===== config.mk =====
export PLATFORM = sky130hd
export DESIGN_NAME = key_display_ctrl
export DESIGN_NICKNAME = d
export VERILOG_FILES = /design/src/rtl/key_pkg.sv /design/src/rtl/seg_decoder.sv /design/src/rtl/key_display_ctrl.sv
export SDC_FILE = /design/constraint.sdc
export NUM_CORES = 1
export LEC_CHECK = 0
export ABC_AREA = 1
export BUFFER_PORTS_ARGS = -buffer_cell sky130_fd_sc_hd__buf_2
export CORE_AREA = 2 2 83 85
export DETAILED_ROUTE_END_ITERATION = 7
export DIE_AREA = 0 0 85 87
export RECOVER_POWER = 100
export SYNTH_ARGS = -nofsm -noshare
export SYNTH_HDL_FRONTEND = slang
export SYNTH_SLANG_ARGS = --single-unit

===== constraint.sdc =====
create_clock -name clk -period 5.2 [get_ports clk]
set_input_delay 1.04 -clock clk [delete_from_list [all_inputs] [get_ports clk]]
set_output_delay 1.04 -clock clk [all_outputs]
set_load 0.02 [all_outputs]

===== src/rtl/key_pkg.sv =====
//------------------------------------------------------------------------------
// key_pkg
// Shared display-FSM state type, segment/anode constants and a sizing helper.
// Revision: 1.0
//------------------------------------------------------------------------------
`default_nettype none

package key_pkg;

  typedef enum logic [1:0] {
    SHOW_NEW = 2'd0,
    BLANK_A  = 2'd1,
    SHOW_OLD = 2'd2,
    BLANK_B  = 2'd3
  } disp_state_t;

  localparam logic [6:0] SEG_BLANK = 7'h7F;
  localparam logic [1:0] AN_OFF    = 2'b11;
  localparam logic [1:0] AN_NEW    = 2'b10;
  localparam logic [1:0] AN_OLD    = 2'b01;

  function automatic int max3(input int a, input int b, input int c);
    int m;
    m = (a > b) ? a : b;
    return (m > c) ? m : c;
  endfunction

endpackage

`default_nettype wire


===== src/rtl/seg_decoder.sv =====
//------------------------------------------------------------------------------
// seg_decoder
// Hex to active-low seven-segment glyphs, seg[0]=a .. seg[6]=g.
// Revision: 1.0
//------------------------------------------------------------------------------
`default_nettype none

module seg_decoder
  import key_pkg::*;
(
  input  logic [3:0] hex_i,
  output logic [6:0] seg_o
);

  always_comb begin
    seg_o = SEG_BLANK;
    case (hex_i)
      4'h0: seg_o = 7'h40;
      4'h1: seg_o = 7'h79;
      4'h2: seg_o = 7'h24;
      4'h3: seg_o = 7'h30;
      4'h4: seg_o = 7'h19;
      4'h5: seg_o = 7'h12;
      4'h6: seg_o = 7'h02;
      4'h7: seg_o = 7'h78;
      4'h8: seg_o = 7'h00;
      4'h9: seg_o = 7'h10;
      4'hA: seg_o = 7'h08;
      4'hB: seg_o = 7'h03;  // lower-case b
      4'hC: seg_o = 7'h46;
      4'hD: seg_o = 7'h21;  // lower-case d
      4'hE: seg_o = 7'h06;
      4'hF: seg_o = 7'h0E;
    endcase
  end

endmodule

`default_nettype wire


===== src/rtl/key_display_ctrl.sv =====
//------------------------------------------------------------------------------
// key_display_ctrl
// Captures key presses into a two-deep history and multiplexes both digits.
// Revision: 1.0
//------------------------------------------------------------------------------
`default_nettype none

module key_display_ctrl
  import key_pkg::*;
#(
  parameter int REFRESH_CNT = 24000,
  parameter int BLANK_CNT   = 480
) (
  input  logic       clk,
  input  logic       reset,
  input  logic       key_valid,
  input  logic [3:0] key_value,
  output logic [6:0] seg,
  output logic [1:0] an,
  output logic [3:0] digit_new,
  output logic [3:0] digit_old,
  output logic       key_accept
);

  localparam int              CW         = $clog2(max3(REFRESH_CNT, BLANK_CNT, 2));
  localparam bit              HAS_BLANK  = (BLANK_CNT > 0);
  localparam logic [CW-1:0]   SHOW_LOAD  = CW'(REFRESH_CNT - 1);
  localparam logic [CW-1:0]   BLANK_LOAD = CW'(HAS_BLANK ? BLANK_CNT - 1 : 0);

  logic          kv_q;
  logic          accept_q;
  logic [3:0]    digit_new_q, digit_new_d;
  logic [3:0]    digit_old_q, digit_old_d;
  disp_state_t   state_q, state_d;
  logic [CW-1:0] cnt_q, cnt_d;
  logic [1:0]    an_q, an_d;
  logic [6:0]    seg_q, seg_d;
  logic [3:0]    sel_digit;
  logic [6:0]    dec_seg;
  logic          accept;

  assign accept = key_valid & ~kv_q;

  always_comb begin
    digit_new_d = digit_new_q;
    digit_old_d = digit_old_q;
    if (accept) begin
      digit_new_d = key_value;
      digit_old_d = digit_new_q;
    end
  end

  always_comb begin
    state_d = state_q;
    cnt_d   = cnt_q - CW'(1);
    if (cnt_q == '0) begin
      case (state_q)
        SHOW_NEW: begin
          state_d = HAS_BLANK ? BLANK_A : SHOW_OLD;
          cnt_d   = HAS_BLANK ? BLANK_LOAD : SHOW_LOAD;
        end
        BLANK_A: begin
          state_d = SHOW_OLD;
          cnt_d   = SHOW_LOAD;
        end
        SHOW_OLD: begin
          state_d = HAS_BLANK ? BLANK_B : SHOW_NEW;
          cnt_d   = HAS_BLANK ? BLANK_LOAD : SHOW_LOAD;
        end
        BLANK_B: begin
          state_d = SHOW_NEW;
          cnt_d   = SHOW_LOAD;
        end
      endcase
    end
  end

  // Decode from the post-acceptance digits so a freshly accepted key is shown at once.
  assign sel_digit = (state_q == SHOW_OLD) ? digit_old_d : digit_new_d;

  seg_decoder u_dec (
    .hex_i (sel_digit),
    .seg_o (dec_seg)
  );

  always_comb begin
    an_d  = AN_OFF;
    seg_d = SEG_BLANK;
    case (state_q)
      SHOW_NEW: begin
        an_d  = AN_NEW;
        seg_d = dec_seg;
      end
      SHOW_OLD: begin
        an_d  = AN_OLD;
        seg_d = dec_seg;
      end
      default: begin
        an_d  = AN_OFF;
        seg_d = SEG_BLANK;
      end
    endcase
  end

  always_ff @(posedge clk) begin
    if (!reset) begin
      kv_q        <= 1'b1;
      accept_q    <= 1'b0;
      digit_new_q <= 4'h0;
      digit_old_q <= 4'h0;
      state_q     <= SHOW_NEW;
      cnt_q       <= SHOW_LOAD;
      an_q        <= AN_OFF;
      seg_q       <= SEG_BLANK;
    end else begin
      kv_q        <= key_valid;
      accept_q    <= accept;
      digit_new_q <= digit_new_d;
      digit_old_q <= digit_old_d;
      state_q     <= state_d;
      cnt_q       <= cnt_d;
      an_q        <= an_d;
      seg_q       <= seg_d;
    end
  end

  assign seg        = seg_q;
  assign an         = an_q;
  assign digit_new  = digit_new_q;
  assign digit_old  = digit_old_q;
  assign key_accept = accept_q;

endmodule

`default_nettype wire


======== Yosys cells after proc, flatten, opt, wreduce, memory -nomap -nowiden ========
Memory sizes are Yosys's and may differ from the RTL's. A register that Yosys moved wholly into a read port is not among the register bits.
Index checks and enable logic that the tools add are counted.
word-level totals
  memories ................................ 1
  register bits ........................... 29
  bits of input ports ..................... 7
  logic and storage cells ................. 27
  memory bits (read-only) ................. 112
  output and inout bits ................... 18
memories
  name             depth  width  rd ports  clocked after Yosys merged registers in  wr ports  RTL line           source
  (no name shown)  16     7      1         1                                        0         seg_decoder.sv:17  case (hex_i)
cells by class
  reduce and logical (&&, ||, !) cells .... 6
  add/sub/neg operators ................... 1
  multiplexer cells ....................... 7
  equality and inequality tests ........... 3
  bitwise logic cells ..................... 2
operator list
  kind                   number
  $pmux 15 s2            1
  $logic_not 15->1       1
  $mux 15                1
  $sub 15x1->15 const B  1
  $mux 4                 3
  $pmux 2 s4             1
  $eq 2x2->1 const B     2
  $pmux 2 s2             1
  $reduce_or 2->1        2
  $eq 2x1->1 const B     1
  $logic_not 2->1        1
  $reduce_and 2->1       1
  $and 1x1->1            1
  $logic_not 1->1        1
  $not 1->1              1

======== Logic depth before layout (Yosys ltp) ========
  depth after elaboration ................. 4
  depth in mapped cells ................... 12
  depth with buffers taken out ............ 12

======== Hierarchy ========
From an unflattened synthesis, not the netlist that was laid out.
unflattened totals
  cell total of the unflattened synthesis .. 265
  area, all modules ....................... 1905.6 um^2
by module, submodules not included
  module            area each (um^2)  sequential area each (um^2)  instances  cells an instance
  key_display_ctrl  1631.6            720.7                        1          216
  seg_decoder       274.0             0.0                          1          49

======== Worst setup path before layout ========
Ideal clock, no wire load.
  kind .................................... input port to flip-flop
  start ................................... in key_valid
  end ..................................... reg seg_q[1], in the netlist seg[1]
  stages on the path ...................... 10
  buffers on the path ..................... 0
  setup slack ............................. 3.079 ns
  data required time ...................... 5.085 ns
  library setup time ...................... 0.115 ns
  data arrival time ....................... 2.006 ns
  cell sequence ........................... inv_2 > nor2_4 > nand2_1 > nand3_1 > nand2_1 > ha_1 > nand3_1 > nor2_1 > nor2_1 > nand2_1
between the ends
  longest elaborated chain between the ends .. 3
  elaborated cells between the ends (all ways) .. 4
  classes of those cells .................. mux: 3; bitwise: 1
RTL lines
  item             RTL line                source
  start, declared  key_display_ctrl.sv:16  input logic key_valid,
  $and 1x1->1 (*)  key_display_ctrl.sv:42  assign accept = key_valid & ~kv_q;
  $mux 4           key_display_ctrl.sv:47  if (accept) begin
  $mux 4 (*)       key_display_ctrl.sv:79  assign sel_digit = (state_q == SHOW_OLD) ? digit_old_d : digit_new_d;
  end, declared    key_display_ctrl.sv:37  logic [6:0] seg_q, seg_d;
Mark *: on every way between the ends. The rest lies on a longest branch, timed or not.
A chain may end at the register's enable or synchronous reset.

======== Worst setup path in the final report ========
  start ................................... reg state_q[0]
  end ..................................... reg seg_q[1], in the netlist seg[1]
between the ends
  longest elaborated chain between the ends .. 4
  elaborated cells between the ends (all ways) .. 6
  classes of those cells .................. eq/ne: 1; mux: 1; reduce/logical: 4
RTL lines
  item                                                  RTL line                                        source
  start, declared                                       key_display_ctrl.sv:34                          disp_state_t state_q, state_d;
  start signal, assigned                                key_display_ctrl.sv:120                         state_q <= state_d;
  $eq 2x2->1 / $logic_not 2->1 (equally long branches)  key_display_ctrl.sv:79, key_display_ctrl.sv:89
  $reduce_or 2->1 (no line)                             --
  $reduce_and 2->1 (no line)                            --
  $logic_not 1->1 (no line)                             --
Several ways; a longest one is shown, not always the timed one.

==> results by group <==
Clocking
  – Hold-fix buffers at CTS: 0
  – TritonCTS clock tree: yes
  – Post-CTS Setup Inserts: 0
  – Maximum clock path buffer count: 2
  – Reg clk slew, reported paths: 0.08 ns
  – Worst skew pair latency: 0.30 ns
  – Clock sink total: 36
  – Cts repair resizes: 0
  – CTS Buf Count: 5
  – Htree depth: 2
  – Clk root buf: clkbuf_8

Yosys
  – Mean Syn Cell Area: 7.22 sq um
  – Yosys warning count: 0
  – Post-synthesis sequential area ratio: 37.8%
  – Post-Synth Adder-Cell Area: 8.53%
  – Mapped Nets: 284
  – Largest family of logic cells by synthesized area: simple AND/OR/NAND/NOR gates
  – Post-Synth XOR/XNOR Area: 2.30%
  – Netlist cell types: 25
  – Post-Synth Simple-Gate Area: 41.6%
  – Synth Register Bits: 36
  – Post-synthesis mux area share: 0%
  – Synth Instances: 264
  – Compound-Gate Fraction of Synth Area: 3.87%
  – Synthesized area: 0.00191 sq mm

Detailed routing
  – DR WL/cell: 10.4 um
  – Via count: 1,675
  – Final Routed Wirelength: 3890 um
  – Drt via density: 4.48
  – Detailed Route Iter0 Violations: 48
  – Drt drc: 0
  – Antenna Nets Post-Route: 0
  – DRT Pass-1 Iters: 4

Hold path
  – Hold Crit Depth: 1
  – Min-Delay Path Class: flop to flop

Floorplan
  – Initial core utilization: 29.0%
  – Core footprint: 0.00657 sq mm
  – Die Wd: 85 um
  – Die Area: 0.00740 sq mm
  – Row cnt: 30
  – Ports: 25
  – Chip height: 87 um

Finish
  – Antenna diodes: 0
  – Nets: 313
  – Share of post-route cells with drive strength above 1: 10.5%
  – Layout area overhead: 13.6%

Global routing
  – Tot GR Track Use: 11.4%
  – Largest net degree at the start of global routing: 12
  – Initial antenna violation count: 0
  – Vias in the first global route: 1,601
  – Grt ovf: 0
  – First-pass GRT wire length: 6760 um

Pwr
  – IR drop worst, VDD: 0.123 mV
  – Pleak: 1.03 nW
  – PD cells: 261 mW/mm^2

Timing
  – Final critical-path required period: 2.19 ns
  – Setup_tns: 0 ns
  – Clk_skew: 0.0107 ns
  – Crit share post-route: 42.1%
  – Final setup violation count: 0
  – Max_slew headroom: 63.5%
  – F_max: 457 MHz
  – Final hold slack: 0.400 ns
  – Final hold violations: 0
  – Worst-Margin Slew: 0.542 ns
  – Slew Limit Fails: 0
  – Unrepaired setup endpoints after global routing: no

Critical path
  – Flop2flop setup slack: 3.01 ns
  – Crit path required time: 5.40 ns
  – CP max stage delay: 0.46 ns
  – CP startpoint kind: flop
  – Worst Path Max Fanout: 11
  – R2R cell count: 10
  – Top delay family on crit path: adder cells
  – Crit path cell chain: inv_1 > ha_1 > inv_1 > nand3_1 > nand2_1 > ha_1 > nand3_1 > nor2_1 > nor2_1 > nand2_1
  – Class of the most critical setup path: flop to flop
  – Critical Path AT: 2.39 ns
  – WP buf/inv: 2
  – Max stage delay cell, worst path: ha_1
  – CP Capture Type: flop
  – Stages on the worst setup path: 10

Placement
  – Final HPWL DP: 2970 um
  – GP Congestion: 0.870
  – Port Buf Inserts: 24

Run
  – MaxCap Viol Count: 0

Outcome
  – Outcome: finished clean
[path summary, 6_finish.rpt]
check,start,end
max,state_q[0],seg[1]
min,cnt_q[0],cnt_q[0]
min reg2reg,cnt_q[0],cnt_q[0]
max reg2reg,state_q[0],seg[1]
[metal layers]
layer	GRT usage (%)	wire, um	vias up
li1	-	-	885
met1	13.4	1810	755
met2	19.6	1840	29
met3	3.03	170	6
met4	5.19	58	0
met5	0	0	-
[where the power goes]
group	internal, mW	switching, mW
clock network	0.108	0.104
logic	0.0188	0.0445
registers	0.286	0.00401
[kinds of logic (layout without fill, tap and decap cells)]
family / Yosys count / in the layout
DFF: 36 / 36
buffers and inverters: 29 / 59
and+or+nand+nor: 167 / 167
adders and majority gates: 13 / 13
AOI/OAI and AO/OA: 14 / 14
xor gates and xnor gates: 5 / 5
[sequential cells by signal, indices dropped and copies added, names as in the netlist]
| name | count |
|---|---|
| cnt_q | 15 |
| seg | 7 |
| digit_new | 4 |
| digit_old | 4 |
| an | 2 |
| state_q | 2 |
| key_accept | 1 |
| kv_q | 1 |
[placed cells by master, fill, tap and decap left out, drive strengths merged, types with 2 or more instances in the layout]
| cell | instances |
|---|---|
| a21oi | 10 |
| or2 | 2 |
| nand3b | 2 |
| ha | 13 |
| nor3 | 2 |
| dfxtp | 36 |
| nand4 | 2 |
| nand3 | 34 |
| o21ai | 4 |
| inv | 27 |
| nor2 | 33 |
| buf | 5 |
| xor2 | 5 |
| clkbuf | 26 |
| nand2 | 92 |
[stage by stage]
step | utilization (%) | power (mW) | cells | setup WS (ns) | cell area [sq um]
3_3_place_gp | 32.2 | 0.362 | 366 | 2.78 | 2120
2_1_floorplan | - | 0.342 | 264 | 3.08 | 1910
5_1_grt | 33.0 | 0.593 | 374 | 2.75 | 2170
4_1_cts | 33.6 | 0.578 | 374 | 2.98 | 2210
3_5_place_dp | 32.2 | 0.363 | 366 | 2.72 | 2120
6_report | 33.0 | 0.565 | 374 | 3.01 | 2170
[area by class of cell]
| type | instances | area, sq um |
|---|---|---|
| clock inverter | 1 | 7.51 |
| fill | 720 | 4400 |
| inverter | 27 | 101 |
| tap | 80 | 100 |
| sequential | 36 | 721 |
| clock buffer | 7 | 86.3 |
| timing repair buffer | 24 | 96.3 |
| multi-input combinational | 199 | 1050 |
[Yosys cell counts, drive strengths merged]
| master | instances | area share (%) |
|---|---|---|
| clkbuf | 1 | 0.20 |
| nand4 | 2 | 0.66 |
| nand2 | 92 | 21 |
| nor2 | 33 | 7.2 |
| ha | 13 | 8.5 |
| buf | 1 | 0.39 |
| xor2 | 5 | 2.3 |
| inv | 27 | 5.3 |
| nand3b | 2 | 0.79 |
| dfxtp | 36 | 38 |
| a21oi | 10 | 2.6 |
| nand3 | 34 | 10 |
| or2 | 2 | 0.66 |
| nor3 | 2 | 1.1 |
| o21ai | 4 | 1.2 |
[worst reg2reg max path, delay by kind of cell (launching register included)]
family | cells | cell delay, ns
AND/OR/NAND/NOR | 6 | 0.58
adder cells (fa/ha/maj) | 2 | 0.79
buffers and inverters | 2 | 0.38
flip-flops | 1 | 0.34
No activity file was read; power rests on OpenSTA's default activity.
